<file path="src/rtl/mcu_bus_pkg.sv">
// Purpose: shared types, constants and decode math for the MCU data-bus interconnect.
// Latency: n/a (declarations only).
// Backpressure: n/a.
package mcu_bus_pkg;

    // Transfer phases of the interconnect.
    typedef enum logic [1:0] {
        IDLE   = 2'd0,
        ACCESS = 2'd1,
        RESP   = 2'd2,
        ERR    = 2'd3
    } bus_state_t;

    // Read data returned with every error response.
    localparam logic [31:0] BUS_ERR_RDATA = 32'hDEAD_BEEF;

    // Window index for a base-relative byte offset.
    function automatic logic [63:0] slave_idx(input logic [63:0] off, input int unsigned winAw);
        return off >> winAw;
    endfunction

endpackage

</file>
<file path="src/rtl/bus_addr_decoder.sv">
// Purpose: maps a byte address onto one of NUM_SLAVES equal windows above BASE_ADDR.
// Latency: combinational.
// Backpressure: none; pure function of addr.
module bus_addr_decoder
    import mcu_bus_pkg::*;
#(
    parameter int                NUM_SLAVES = 4,
    parameter int                ADDR_W     = 32,
    parameter int                WIN_AW     = 12,
    parameter logic [ADDR_W-1:0] BASE_ADDR  = 32'h1000_0000,
    parameter int                IDX_W      = (NUM_SLAVES > 1) ? $clog2(NUM_SLAVES) : 1
) (
    input  logic [ADDR_W-1:0] addr,
    output logic [IDX_W-1:0]  idx,
    output logic              hit
);

    logic [ADDR_W-1:0] off;
    logic [63:0]       idxFull;

    // Subtraction wraps for addresses below the base; the >= test rejects those.
    assign off     = addr - BASE_ADDR;
    assign idxFull = slave_idx(64'(off), WIN_AW);
    assign hit     = (addr >= BASE_ADDR) && (idxFull < 64'(NUM_SLAVES));
    assign idx     = idxFull[IDX_W-1:0];

endmodule

</file>
<file path="src/rtl/mcu_bus_interconnect.sv">
// Purpose: single-master to NUM_SLAVES data-bus bridge with decode, wait states, error and timeout.
// Latency: m_ready 2 cycles after m_req for a zero-wait slave (+1 per wait), 1 for unmapped, TIMEOUT+1 on timeout.
// Backpressure: slave stalls via s_ready; m_req is only sampled in IDLE, so the master waits for m_ready.
module mcu_bus_interconnect
    import mcu_bus_pkg::*;
#(
    parameter int                NUM_SLAVES = 4,
    parameter int                DATA_W     = 32,
    parameter int                ADDR_W     = 32,
    parameter int                WIN_AW     = 12,
    parameter logic [ADDR_W-1:0] BASE_ADDR  = 32'h1000_0000,
    parameter int                TIMEOUT    = 15
) (
    input  logic                         clk,
    input  logic                         reset,
    input  logic                         m_req,
    input  logic                         m_we,
    input  logic [ADDR_W-1:0]            m_addr,
    input  logic [DATA_W-1:0]            m_wdata,
    input  logic [DATA_W/8-1:0]          m_wstrb,
    output logic [DATA_W-1:0]            m_rdata,
    output logic                         m_ready,
    output logic                         m_err,
    output logic [NUM_SLAVES-1:0]        s_sel,
    output logic                         s_we,
    output logic [WIN_AW-1:0]            s_addr,
    output logic [DATA_W-1:0]            s_wdata,
    output logic [DATA_W/8-1:0]          s_wstrb,
    input  logic [NUM_SLAVES*DATA_W-1:0] s_rdata,
    input  logic [NUM_SLAVES-1:0]        s_ready
);

    localparam int STRB_W = DATA_W / 8;
    localparam int IDX_W  = (NUM_SLAVES > 1) ? $clog2(NUM_SLAVES) : 1;
    localparam int CNT_W  = $clog2(TIMEOUT + 1);

    bus_state_t          state, stateNext;
    logic [CNT_W-1:0]    cnt, cntNext;
    logic [IDX_W-1:0]    idxReg, idxNext;
    logic [DATA_W-1:0]   capData, capNext;
    logic [NUM_SLAVES-1:0] selNext;
    logic                weNext;
    logic [WIN_AW-1:0]   addrNext;
    logic [DATA_W-1:0]   wdataNext;
    logic [STRB_W-1:0]   wstrbNext;

    logic [IDX_W-1:0]    decIdx;
    logic                decHit;
    logic                slvReady;
    logic [DATA_W-1:0]   selRdata;

    bus_addr_decoder #(
        .NUM_SLAVES (NUM_SLAVES),
        .ADDR_W     (ADDR_W),
        .WIN_AW     (WIN_AW),
        .BASE_ADDR  (BASE_ADDR),
        .IDX_W      (IDX_W)
    ) u_dec (
        .addr (m_addr),
        .idx  (decIdx),
        .hit  (decHit)
    );

    // Only the selected slave's ready counts; s_sel is zero outside ACCESS.
    assign slvReady = |(s_ready & s_sel);
    assign selRdata = s_rdata[idxReg*DATA_W +: DATA_W];

    // Next-state, request latching, timeout counting and master-side response decode.
    always_comb begin
        stateNext = state;
        cntNext   = cnt;
        idxNext   = idxReg;
        capNext   = capData;
        selNext   = s_sel;
        weNext    = s_we;
        addrNext  = s_addr;
        wdataNext = s_wdata;
        wstrbNext = s_wstrb;
        m_ready   = 1'b0;
        m_err     = 1'b0;
        m_rdata   = '0;
        case (state)
            IDLE: begin
                if (m_req) begin
                    weNext    = m_we;
                    addrNext  = m_addr[WIN_AW-1:0];
                    wdataNext = m_wdata;
                    wstrbNext = m_we ? m_wstrb : '0;
                    idxNext   = decIdx;
                    cntNext   = '0;
                    if (decHit) begin
                        stateNext = ACCESS;
                        selNext   = NUM_SLAVES'(1) << decIdx;
                    end else begin
                        stateNext = ERR;
                    end
                end
            end
            ACCESS: begin
                // Ready is checked first so a reply in the last allowed cycle still succeeds.
                if (slvReady) begin
                    capNext   = s_we ? '0 : selRdata;
                    selNext   = '0;
                    stateNext = RESP;
                end else if (cnt == CNT_W'(TIMEOUT - 1)) begin
                    selNext   = '0;
                    stateNext = ERR;
                end else begin
                    cntNext = cnt + 1'b1;
                end
            end
            RESP: begin
                m_ready   = 1'b1;
                m_rdata   = capData;
                stateNext = IDLE;
            end
            ERR: begin
                m_ready   = 1'b1;
                m_err     = 1'b1;
                m_rdata   = DATA_W'(BUS_ERR_RDATA);
                stateNext = IDLE;
            end
            default: stateNext = IDLE;
        endcase
    end

    // State and slave-side registers; reset abandons any transfer without a response.
    always_ff @(posedge clk) begin
        if (reset) begin
            state   <= IDLE;
            cnt     <= '0;
            idxReg  <= '0;
            capData <= '0;
            s_sel   <= '0;
            s_we    <= 1'b0;
            s_addr  <= '0;
            s_wdata <= '0;
            s_wstrb <= '0;
        end else begin
            state   <= stateNext;
            cnt     <= cntNext;
            idxReg  <= idxNext;
            capData <= capNext;
            s_sel   <= selNext;
            s_we    <= weNext;
            s_addr  <= addrNext;
            s_wdata <= wdataNext;
            s_wstrb <= wstrbNext;
        end
    end

endmodule
</file>
<file path="config.mk">
export PLATFORM = sky130hd
export DESIGN_NAME = mcu_bus_interconnect
export DESIGN_NICKNAME = d
export VERILOG_FILES = /design/src/rtl/mcu_bus_pkg.sv /design/src/rtl/bus_addr_decoder.sv /design/src/rtl/mcu_bus_interconnect.sv
export SDC_FILE = /design/constraint.sdc
export NUM_CORES = 1
export LEC_CHECK = 0
export CAP_MARGIN = 0
export CORE_ASPECT_RATIO = 1.1
export CORE_UTILIZATION = 34
export DETAILED_ROUTE_END_ITERATION = 8
export PLACE_DENSITY = 0.77
export SLEW_MARGIN = 20
export SYNTH_ARGS = -nofsm -noshare
export SYNTH_HDL_FRONTEND = slang
export SYNTH_SLANG_ARGS = --single-unit
</file>
<file path="constraint.sdc">
create_clock -name clk -period 1.75 [get_ports clk]
set_clock_uncertainty 0.2 [all_clocks]
set_input_delay 0.4375 -clock clk [delete_from_list [all_inputs] [get_ports clk]]
set_output_delay 0.4375 -clock clk [all_outputs]
set_load 0.05 [all_outputs]
</file>
==> out/results.txt <==
The run finished, with violations left. The final reports fail on setup timing. For the maximum clock path buffer count, the log shows 2. For this design the total switching power over the nets is 2.05 mW.

Synthesis instantiated 40 different standard cells from the library. The startpoint identified for the worst register-to-register timing path is idxReg[0]. The die is 126 um tall. TritonCTS built the clock tree. After detailed routing, the total wire length is 19.6 mm. Dividing the detail-routed via count by the number of cells gives 5.14. The first routing iteration left 302 violations. Setup repair after global routing could not meet its margin everywhere. Total leakage power: 3.68 nW. In this run the power density over the cells is 672 mW/mm^2. The worst setup path is launched from a flip-flop. The worst hold path passes through 2 cells.

In the final layout, the multi-input gates occupy 0.00311 mm^2. Per report_power, the combinational group accounts for 35.3% of the total. The transition time at the pin with the least slew margin is 0.447 ns, and the power consumption is 6.72 mW. The floorplan row count was 45. The highest attainable clock frequency was 511 MHz.

Of the cells placed in the final design, the portion with a size suffix greater than 1 is 34.6%. The logs give 0.0146 mm^2 for the die outline area and 0 for the total count of max-transition violations in the final report. The logs give 3 for the H-tree depth reported by CTS and 924 for the count of filler cells inserted in the layout. The count of state elements after synthesis was 93. Layout overhead on the synthesized area: 109%. Input and output buffers added on the ports amount to 290. Path type of the worst min-delay path: reg2reg.

The reg-to-reg setup timing slack was -0.18 ns; the number of buffers added by the clock tree synthesis step was 9. The run gives 0 as the number of warnings printed during yosys synthesis. The root buffer cell was sky130_fd_sc_hd__clkbuf_16. After floorplanning, the core was sized to cover 0.0138 mm^2. The run gives 34.3% as the sequential cell fraction of total power.

The number of antenna violations at the first check in global routing is 2. The total via count after detailed routing came out at 5210. Pin placement for this block handled 291 I/O pins. Detail-routed net length per standard cell: 19.4 um. Number of global-route vias before repair: 5437. The logs give 1025 for the number of nets in the final layout and 89 for the maximum number of pins on one net before global-route repair. Across every metal layer, demand over resource in global routing totals 25.6%. Net switching is 30.5% of the power. The most used flip-flop cell after synthesis is sky130_fd_sc_hd__dfxtp_1. The sequential share of the synthesized area is 38.9%. At the end of routability-driven placement, the weighted congestion stood at 0.792. In this run, placement finished with an instance count of 971. For the worst setup path, the data arrival time is 1.32 ns. The logs give 0.00479 mm^2 for the post-synthesis instance area and 34.7% for the initial core utilization. The clock sink total is 93, and the register area is 0.00188 mm^2. The die is 115 um wide.

The pre-CTS setup slack is -0.567 ns. For the slack of the critical path, the log shows -0.206 ns. Averaged over all synthesized cells, the footprint is 9.22 um^2. The worst-case IR drop observed on VDD is 0.000472 V.

STA puts the critical path data required time at 1.11 ns. The endpoint kind of the worst setup timing path is an output pin. In this run the most critical hold path is launched from s_addr[1]. The critical path class is reg2out. Setup violations remaining at the end of the flow were counted as 86.

The run gives 0 as the number of DRC violations after detailed routing. The post-synthesis cell count is 519. The clock-pin slew of the registers on the worst-case setup and hold paths came out at 0.07 ns. The finished layout holds 1013 standard cells, fillers aside. For the worst-skew pair, the clock arrives at the later sink with an insertion delay of 0.34 ns. The worst register-to-register path has a depth of 6. For hold timing, the worst endpoint is s_addr[1]. The internal power of the cells totals 4.67 mW. After layout, the worst path uses 112% of the clock period.

The tool flagged a number of max-cap violations equal to 0. Final hold violation count: 0. Counting every net in the synthesized netlist gives 725. The max-slew headroom at the worst pin is 70.2%, and the share of synthesized registers carrying an async set or reset is 0%. Summed over all nets, the half-perimeter wirelength after detailed placement is 12.8 mm. The share of total power dissipated in the clock network is 30.4%. The number of hold buffers added after CTS came out at 0. The total overflow left after global routing is 0. Number of enable flip-flop cells after synthesis: 0. Capture point of the worst reg-to-reg path: capData[25]. The minimum clock period was 1.96 ns; the peak fanout along the critical path was 8. The pre-antenna-repair detailed-routing pass consisted of 4 iterations.

The first global-routing pass estimated 28.5 mm of wire. Final cell utilization of the core: 72.5%. The residual antenna-violating net count after detailed routing came out at 0.
[routing by layer]
layer,vias up,part of all wire [%],track usage (%)
li1,2407,-,-
met1,2514,36,26.3
met2,252,54,48.3
met3,35,8.2,6.64
met4,2,2.5,10.9
met5,-,0.061,0
[cells in the mapped netlist, drive strengths merged, types with 2 or more instances]
cell type | n | share of area, %
a21oi | 57 | 6.0
a22oi | 2 | 0.52
a41oi | 2 | 0.37
and2 | 9 | 1.2
buf | 18 | 2.5
clkbuf | 26 | 2.0
dfxtp | 93 | 39
ha | 2 | 0.52
inv | 3 | 0.24
mux2i | 32 | 6.7
mux4 | 32 | 15
nand2 | 100 | 7.8
nand2b | 5 | 0.65
nand3 | 13 | 1.4
nand4 | 2 | 0.39
nand4b | 2 | 0.37
nor2 | 33 | 2.6
nor2b | 33 | 4.3
nor3b | 5 | 0.89
nor4 | 3 | 0.39
o21a | 24 | 3.8
o21ai | 6 | 0.63
or2 | 3 | 0.39
or3 | 2 | 0.26
or3b | 4 | 0.73
[repair_timing]
action | 4_1_cts | 5_1_grt
resized for setup | 41 | 77
cloned | 7 | 3
setup buffers | 11 | 9
setup endpoints to repair | 82 | 99
pin swaps | 11 | 17
[state kept, by name, indices dropped and copies added (netlist names)]
register	flops
capData	32
s_wdata	32
s_addr	12
cnt	4
s_sel	4
s_wstrb	4
idxReg	2
state	2
s_we	1
[per-stage QoR]
step                      hold WS [ns]  area [um^2]  TNS [ns]
after floorplan                  0.251         4840     -1.60
after global placement           0.265         8860    -30.10
after detailed placement         0.273         8860    -33.58
after CTS                        0.292         9590     -8.16
after global routing             0.313        10000    -14.58
final                            0.291        10000     -8.98
[worst max path at each step]
stage / startpoint / end / cells after the start
finish: state[1] / m_rdata[20] / 3
global route: state[1] / m_rdata[22] / 3
CTS: state[1] / m_rdata[4] / 3
detailed placement: s_ready[2] / s_sel[3] / 5
global placement: s_ready[2] / cnt[2] / 5
floorplan: state[1] / m_rdata[17] / 3
[area by class of cell]
type,instances,share of cell area (%)
flip-flops and latches,93,18.8
well taps,188,2.35
clock buffers,9,2.25
repair buffers,333,44.5
inverters,3,0.113
clock inverters,7,0.826
diodes,1,0.0250
multi-input cells,379,31.2
[power groups by stage]
stage | logic, mW | clock network, mW | registers [mW]
CTS | 2.18 | 2.08 | 2.31
detailed placement | 2.04 | 0 | 2.35
floorplan | 0.677 | 0 | 2.57
global placement | 2.01 | 0 | 2.34
finish | 2.37 | 2.04 | 2.30
global route | 2.48 | 2.18 | 2.32
[cells by family (layout without fill, tap and decap cells)]
logic type | Yosys count | in the layout | share of synthesized area (%)
and+or+nand+nor | 219 | 219 | 22.3
AOI/OAI and AO/OA | 94 | 94 | 11.8
DFF | 93 | 93 | 38.9
muxes | 64 | 64 | 21.8
buffers and inverters | 47 | 352 | 4.73
adders and majority gates | 2 | 2 | 0.523
other | 0 | 1 | 0
[critical path: stages (launching register included)]
cell and delay [ns]:
sky130_fd_sc_hd__dfxtp_4 0.37, sky130_fd_sc_hd__nor2b_4 0.25, sky130_fd_sc_hd__and2_2 0.21, sky130_fd_sc_hd__buf_12 0.14
[cells in the final DEF, fill, tap and decap left out, types with 6 or more instances in the layout]
| cell type | instances |
|---|---|
| sky130_fd_sc_hd__clkdlybuf4s50_1 | 197 |
| sky130_fd_sc_hd__buf_12 | 100 |
| sky130_fd_sc_hd__nand2_1 | 98 |
| sky130_fd_sc_hd__dfxtp_1 | 86 |
| sky130_fd_sc_hd__a21oi_1 | 37 |
| sky130_fd_sc_hd__nor2_1 | 33 |
| sky130_fd_sc_hd__mux4_2 | 32 |
| sky130_fd_sc_hd__mux2i_1 | 32 |
| sky130_fd_sc_hd__o21a_2 | 24 |
| sky130_fd_sc_hd__nor2b_4 | 21 |
| sky130_fd_sc_hd__a21oi_2 | 19 |
| sky130_fd_sc_hd__nor2b_1 | 12 |
| sky130_fd_sc_hd__clkbuf_16 | 12 |
| sky130_fd_sc_hd__buf_6 | 12 |
| sky130_fd_sc_hd__buf_4 | 10 |
| sky130_fd_sc_hd__nand3_1 | 9 |
| sky130_fd_sc_hd__and2_2 | 6 |
Note: power is estimated with default switching activity, not from simulation.
